===== config.mk =====
export PLATFORM = sky130hd
export DESIGN_NAME = fifo_wr_arbiter_flat
export DESIGN_NICKNAME = d
export VERILOG_FILES = /design/src/rtl/fifo_wr_arbiter_if.sv /design/src/rtl/fifo_wr_arbiter.sv /design/src/flat_wrapper.sv
export SDC_FILE = /design/constraint.sdc
export NUM_CORES = 1
export LEC_CHECK = 0
export CAP_MARGIN = 15
export CORE_UTILIZATION = 43
export CTS_BUF_LIST = sky130_fd_sc_hd__clkbuf_4 sky130_fd_sc_hd__clkbuf_8
export CTS_CLUSTER_SIZE = 10
export DETAILED_ROUTE_END_ITERATION = 7
export PLACE_DENSITY = 0.87
export SETUP_SLACK_MARGIN = 0.02
export SLEW_MARGIN = 20
export SYNTH_ARGS = -nofsm -noshare
export SYNTH_HDL_FRONTEND = slang
export SYNTH_SLANG_ARGS = --single-unit

===== constraint.sdc =====
create_clock -name clk -period 3.3 [get_ports clk]
set_input_delay 0.495 -clock clk [delete_from_list [all_inputs] [get_ports clk]]
set_output_delay 0.495 -clock clk [all_outputs]
set_load 0.1 [all_outputs]

===== src/rtl/fifo_wr_arbiter_if.sv =====
// Bus bundle for the FIFO write arbiter: two producer channels plus the FIFO write port.
interface fifo_wr_arbiter_if #(
    parameter int unsigned DW = 16
);
    logic          req0;
    logic          req1;
    logic [3:0]    len0;
    logic [3:0]    len1;
    logic [DW-1:0] din0;
    logic [DW-1:0] din1;
    logic          vld0;
    logic          vld1;
    logic          nfull;
    logic          err_clr;

    logic          gnt0;
    logic          gnt1;
    logic          rdy0;
    logic          rdy1;
    logic          done0;
    logic          done1;
    logic          fifo_wr;
    logic [DW-1:0] fifo_in;
    logic          error;
    logic          active;

    // Arbiter side
    modport slave (
        input  req0, req1, len0, len1, din0, din1, vld0, vld1, nfull, err_clr,
        output gnt0, gnt1, rdy0, rdy1, done0, done1, fifo_wr, fifo_in, error, active
    );

    // Producer / FIFO side
    modport master (
        output req0, req1, len0, len1, din0, din1, vld0, vld1, nfull, err_clr,
        input  gnt0, gnt1, rdy0, rdy1, done0, done1, fifo_wr, fifo_in, error, active
    );
endinterface


===== src/rtl/fifo_wr_arbiter.sv =====
// Round-robin arbiter sharing one FIFO write port between two burst producers,
// with backpressure support and abort of bursts whose owner stops supplying data.
module fifo_wr_arbiter #(
    parameter int unsigned DW        = 16,
    parameter int unsigned STALL_MAX = 8
) (
    input  logic              clk,
    input  logic              rst,
    fifo_wr_arbiter_if.slave  bus
);

    localparam int unsigned REM_W  = 5;
    localparam int unsigned STALL_W = 8;
    localparam logic [STALL_W-1:0] STALL_LAST = STALL_W'(STALL_MAX - 1);

    typedef enum logic [1:0] {
        S_IDLE  = 2'd0,
        S_BURST = 2'd1,
        S_ABORT = 2'd2
    } state_e;

    state_e             state_q, state_d;
    logic               last_q, last_d;
    logic [REM_W-1:0]   remain_q, remain_d;
    logic [STALL_W-1:0] stall_q, stall_d;
    logic               error_q, error_d;

    logic               win_c;
    logic               in_burst_c;
    logic               vld_sel_c;
    logic [DW-1:0]      din_sel_c;
    logic               accept_c;
    logic               done_c;

    // During a burst, last_q holds the channel that owns it
    always_comb begin
        in_burst_c = (state_q == S_BURST);
        vld_sel_c  = last_q ? bus.vld1 : bus.vld0;
        din_sel_c  = last_q ? bus.din1 : bus.din0;
        accept_c   = in_burst_c & vld_sel_c & bus.nfull;
        done_c     = accept_c & (remain_q == REM_W'(1));
    end

    always_ff @(posedge clk or negedge rst) begin
        if (!rst) begin
            state_q  <= S_IDLE;
            last_q   <= 1'b1;
            remain_q <= '0;
            stall_q  <= '0;
            error_q  <= 1'b0;
        end else begin
            state_q  <= state_d;
            last_q   <= last_d;
            remain_q <= remain_d;
            stall_q  <= stall_d;
            error_q  <= error_d;
        end
    end

    always_comb begin
        state_d  = state_q;
        last_d   = last_q;
        remain_d = remain_q;
        stall_d  = stall_q;
        error_d  = error_q;
        win_c    = 1'b0;

        if (bus.err_clr) error_d = 1'b0;

        case (state_q)
            S_IDLE: begin
                if (bus.req0 | bus.req1) begin
                    // Tie goes to the channel not served last
                    win_c    = (bus.req0 & bus.req1) ? ~last_q : bus.req1;
                    last_d   = win_c;
                    remain_d = REM_W'(win_c ? bus.len1 : bus.len0) + REM_W'(1);
                    stall_d  = '0;
                    state_d  = S_BURST;
                end
            end
            S_BURST: begin
                if (accept_c) begin
                    remain_d = remain_q - REM_W'(1);
                    stall_d  = '0;
                    if (remain_q == REM_W'(1)) state_d = S_IDLE;
                end else if (!vld_sel_c) begin
                    if (stall_q == STALL_LAST) state_d = S_ABORT;
                    else                       stall_d = stall_q + STALL_W'(1);
                end
            end
            S_ABORT: begin
                error_d = 1'b1;
                state_d = S_IDLE;
            end
            default: state_d = S_IDLE;
        endcase
    end

    // Port-side decode; everything drops as soon as state leaves BURST
    assign bus.gnt0    = in_burst_c & ~last_q;
    assign bus.gnt1    = in_burst_c &  last_q;
    assign bus.rdy0    = accept_c & ~last_q;
    assign bus.rdy1    = accept_c &  last_q;
    assign bus.done0   = done_c & ~last_q;
    assign bus.done1   = done_c &  last_q;
    assign bus.fifo_wr = accept_c;
    assign bus.fifo_in = in_burst_c ? din_sel_c : '0;
    assign bus.error   = error_q;
    assign bus.active  = in_burst_c;

endmodule


===== src/flat_wrapper.sv =====
// flat-port wrapper written by rule: the top's interface ports become plain ports
module fifo_wr_arbiter_flat 
#(
    parameter int unsigned DW        = 16,
    parameter int unsigned STALL_MAX = 8
)
  (clk, rst, bus_req0, bus_req1, bus_len0, bus_len1, bus_din0, bus_din1, bus_vld0, bus_vld1, bus_nfull, bus_err_clr, bus_gnt0, bus_gnt1, bus_rdy0, bus_rdy1, bus_done0, bus_done1, bus_fifo_wr, bus_fifo_in, bus_error, bus_active);
  fifo_wr_arbiter_if #(.DW(DW)) bus_i ();
  input  logic clk;
  input  logic rst;
  input wire logic [$bits(bus_i.req0)-1:0] bus_req0;
  input wire logic [$bits(bus_i.req1)-1:0] bus_req1;
  input wire logic [$bits(bus_i.len0)-1:0] bus_len0;
  input wire logic [$bits(bus_i.len1)-1:0] bus_len1;
  input wire logic [$bits(bus_i.din0)-1:0] bus_din0;
  input wire logic [$bits(bus_i.din1)-1:0] bus_din1;
  input wire logic [$bits(bus_i.vld0)-1:0] bus_vld0;
  input wire logic [$bits(bus_i.vld1)-1:0] bus_vld1;
  input wire logic [$bits(bus_i.nfull)-1:0] bus_nfull;
  input wire logic [$bits(bus_i.err_clr)-1:0] bus_err_clr;
  output wire logic [$bits(bus_i.gnt0)-1:0] bus_gnt0;
  output wire logic [$bits(bus_i.gnt1)-1:0] bus_gnt1;
  output wire logic [$bits(bus_i.rdy0)-1:0] bus_rdy0;
  output wire logic [$bits(bus_i.rdy1)-1:0] bus_rdy1;
  output wire logic [$bits(bus_i.done0)-1:0] bus_done0;
  output wire logic [$bits(bus_i.done1)-1:0] bus_done1;
  output wire logic [$bits(bus_i.fifo_wr)-1:0] bus_fifo_wr;
  output wire logic [$bits(bus_i.fifo_in)-1:0] bus_fifo_in;
  output wire logic [$bits(bus_i.error)-1:0] bus_error;
  output wire logic [$bits(bus_i.active)-1:0] bus_active;
  assign bus_i.req0 = bus_req0;
  assign bus_i.req1 = bus_req1;
  assign bus_i.len0 = bus_len0;
  assign bus_i.len1 = bus_len1;
  assign bus_i.din0 = bus_din0;
  assign bus_i.din1 = bus_din1;
  assign bus_i.vld0 = bus_vld0;
  assign bus_i.vld1 = bus_vld1;
  assign bus_i.nfull = bus_nfull;
  assign bus_i.err_clr = bus_err_clr;
  assign bus_gnt0 = bus_i.gnt0;
  assign bus_gnt1 = bus_i.gnt1;
  assign bus_rdy0 = bus_i.rdy0;
  assign bus_rdy1 = bus_i.rdy1;
  assign bus_done0 = bus_i.done0;
  assign bus_done1 = bus_i.done1;
  assign bus_fifo_wr = bus_i.fifo_wr;
  assign bus_fifo_in = bus_i.fifo_in;
  assign bus_error = bus_i.error;
  assign bus_active = bus_i.active;
  fifo_wr_arbiter #(.DW(DW), .STALL_MAX(STALL_MAX)) u_core (.clk(clk), .rst(rst), .bus(bus_i));
endmodule

==> metrics.md <==
| Metric | Value |
|---|---|
| Outcome | `completed` |
| Clock latency on the worst-skew pair | `0.28 ns` |
| Skew final | `0.00424 ns` |
| Max_slew headroom | `35.7%` |
| Share of cells above drive strength 1 | `15.8%` |
| Drt drc | `0` |
| Area growth from synthesis to layout | `54.4%` |
| CP max-delay cell | `clkdlybuf4s50_1` |
| Gr ovfl total | `0` |
| Fin. max-slew vios | `0` |
| GRT Overall Usage | `21.7%` |
| Worst-margin pin slew | `0.961 ns` |
| # setup viols final | `0` |
| CP startpoint kind | `input pin` |
| DP Area | `0.00205 mm²` |
| Worst path bufs/invs | `2` |
| Crit path max-delay family | `simple AND/OR/NAND/NOR gates` |
| RSZ-0062 raised after global routing | `false` |
| Syn Inst Count | `170` |
| Vias in the first global route | `1,409` |
| First-pass GRT wire length | `5.77 mm` |
| Synth Warn # | `0` |
| GP Congestion | `0.850` |
| Nets | `294` |
| Num CTS Buffers | `3` |
| Yosys reg bits | `17` |
| Post-cts gate resize count | `0` |
| Detailed Route Iter0 Violations | `71` |
| Critical path arrival | `2.12 ns` |
| Initial core utilization | `47.3%` |
| CTS sink cnt | `17` |
| Buffer count from post-CTS setup fixing | `0` |
| DIE AREA | `0.00337 mm²` |
| Required time of the worst setup path | `2.80 ns` |
| Period utilization | `79.4%` |
| Fmax | `0.382 GHz` |
| Routed WL | `3.42 mm` |
| IO buf count | `72` |
| Post-Syn Area | `0.00135 mm²` |
| Hold Path Class | `reg -> reg` |
| Worst setup EP type | `output pin` |
| Die Span X | `58.0 µm` |
| Max_cap viols | `0` |
| Clk root buf | `clkbuf_4` |
| Initial antenna violation count | `0` |
| Max Fanout on Critical Path | `5` |
| CTS max path bufs | `2` |
| Hold_buf cts | `0` |
| Final Cell Area | `0.00208 mm²` |
| H-tree depth | `1` |
| CTS tree | `yes` |
| Worst path cell trace | `clkdlybuf4s50_1 -> mux2i_1 -> nor2_1 -> nand2_1 -> nor3_1 -> buf_12` |
| FP Rows | `19` |
| Drt wl/cell | `12.6 µm` |
| Post-synth cell types | `37` |
| Syn avg cell area | `7.94 µm²` |
| Filler Cell Count | `244` |
| Number of I/O pins | `73` |
| Routed Antenna Nets | `0` |
| TritonRoute pass-1 iters | `4` |
| DIE HEIGHT | `58.0 µm` |
| Vias per cell | `5.42` |
| Minimum clock period | `2.62 ns` |
| Slowest stage delay, CP | `0.48 ns` |
| Core area | `0.00285 mm²` |
| Syn Nets | `222` |
| Post-DP HPWL | `2.81 mm` |
| Register area share after synthesis | `31.6%` |
| Largest net degree at the start of global routing | `31` |
| WS Path Type | `in -> out` |
| Reg clk slew, reported paths | `0.09 ns` |
| Final Hold Viols | `0` |
| # diodes | `0` |
| Routed vias | `1,474` |
cell families after synthesis:
| group | Yosys count | synth area share [%] |
|---|---|---|
| buffers and inverters | 16 | 5.10 |
| XOR/XNOR | 3 | 1.95 |
| adder cells (fa/ha/maj) | 4 | 3.71 |
| flip-flops | 17 | 31.6 |
| AND/OR/NAND/NOR | 70 | 24.0 |
| AO/OA/AOI/OAI | 39 | 17.5 |
| multiplexers | 21 | 16.1 |
stage by stage:
step / setup slack (ns) / setup TNS (ns) / hold slack, ns / cells / utilization [%]
after floorplan: -0.821 / -1.66 / 0.199 / 170 / -
after global placement: 0.588 / 0 / 0.509 / 268 / 72.0
after detailed placement: 0.510 / 0 / 0.512 / 268 / 72.0
after CTS: 0.674 / 0 / 0.535 / 272 / 73.1
after global routing: 0.568 / 0 / 0.562 / 272 / 73.1
final: 0.680 / 0 / 0.533 / 272 / 73.1
tightest hold or removal path, stage by stage, from the launching register on:
cell and delay (ns):
dfrtp_1 0.39, inv_1 0.05, o22ai_1 0.05
routing by layer:
| metal | share of wire [%] | vias up | global-route usage (%) |
|---|---|---|---|
| li1 | - | 744 | - |
| met1 | 40 | 669 | 23.6 |
| met2 | 52 | 55 | 41.2 |
| met3 | 6.5 | 6 | 4.91 |
| met4 | 1.6 | 0 | 7.14 |
| met5 | 0 | - | 0 |
placed cells by master (no fill, tap or decap), types with 4 or more instances in the layout:
| master | count |
|---|---|
| mux2i_1 | 18 |
| buf_4 | 24 |
| a21oi_1 | 9 |
| dfrtp_1 | 16 |
| inv_1 | 9 |
| o21ai_0 | 15 |
| ha_1 | 4 |
| clkdlybuf4s50_1 | 48 |
| nand3_1 | 7 |
| nand2b_1 | 4 |
| clkbuf_4 | 4 |
| nor3_1 | 9 |
| nor2_1 | 30 |
| nand2_1 | 11 |
| a21o_1 | 4 |
worst paths after layout:
check | startpoint | endpoint | slack (ns) | cells past startpoint
min in group asynchronous | rst | u_core.stall_q[3] | 0.65 | 1
hold reg to reg | u_core.bus.error | u_core.bus.error | 0.53 | 2
setup reg to reg | u_core.last_q | u_core.remain_q[4] | 0.96 | 8
setup / recovery | bus_vld1 | bus_done1 | 0.68 | 6
hold / removal | u_core.bus.error | u_core.bus.error | 0.53 | 2
max in group asynchronous | rst | u_core.state_q[1] | 2.17 | 1
cell usage after synthesis (all sizes together):
master	count	share of area, %
nor2	30	8.3
mux2i	18	13
dfrtp	16	30
o21ai	15	5.6
nand2	11	3.1
a21oi	9	3.3
inv	9	2.5
nor3	9	3.3
nand3	7	2.6
a21o	4	2.2
buf	4	1.8
ha	4	3.7
nand2b	4	1.9
clkbuf	3	0.83
mux2	3	2.8
a211oi	2	1.1
or2	2	0.93
or3	2	0.93
or4	2	1.1
xnor2	2	1.3
a211o	1	0.65
a21bo	1	0.74
a21boi	1	0.56
a311oi	1	0.65
a31oi	1	0.46
dfstp	1	1.9
nand4	1	0.46
nand4b	1	0.65
o211ai	1	0.56
o22ai	1	0.46
o311ai	1	0.65
o31ai	1	0.56
or4b	1	0.74
xor2	1	0.65
layout make-up:
cell class                      instances  area, µm²  share of cell area (%)
Clock buffer                            4       30.0                    1.44
Inverter                                9       33.8                    1.62
Multi-Input combinational cell        137        855                    41.0
Sequential cell                        17        427                    20.5
Tap cell                               31       38.8                    1.86
Timing Repair Buffer                   74        701                    33.6
registers in the layout, indices dropped and copies added (netlist names):
| name | flops |
|---|---|
| u_core.stall_q | 8 |
| u_core.last_q | 1 |
| u_core.remain_q | 5 |
| u_core.bus.error | 1 |
| u_core.state_q | 2 |
Power is not shown: default switching activity piles up to over one toggle a cycle in this logic, so the estimate is an artifact.
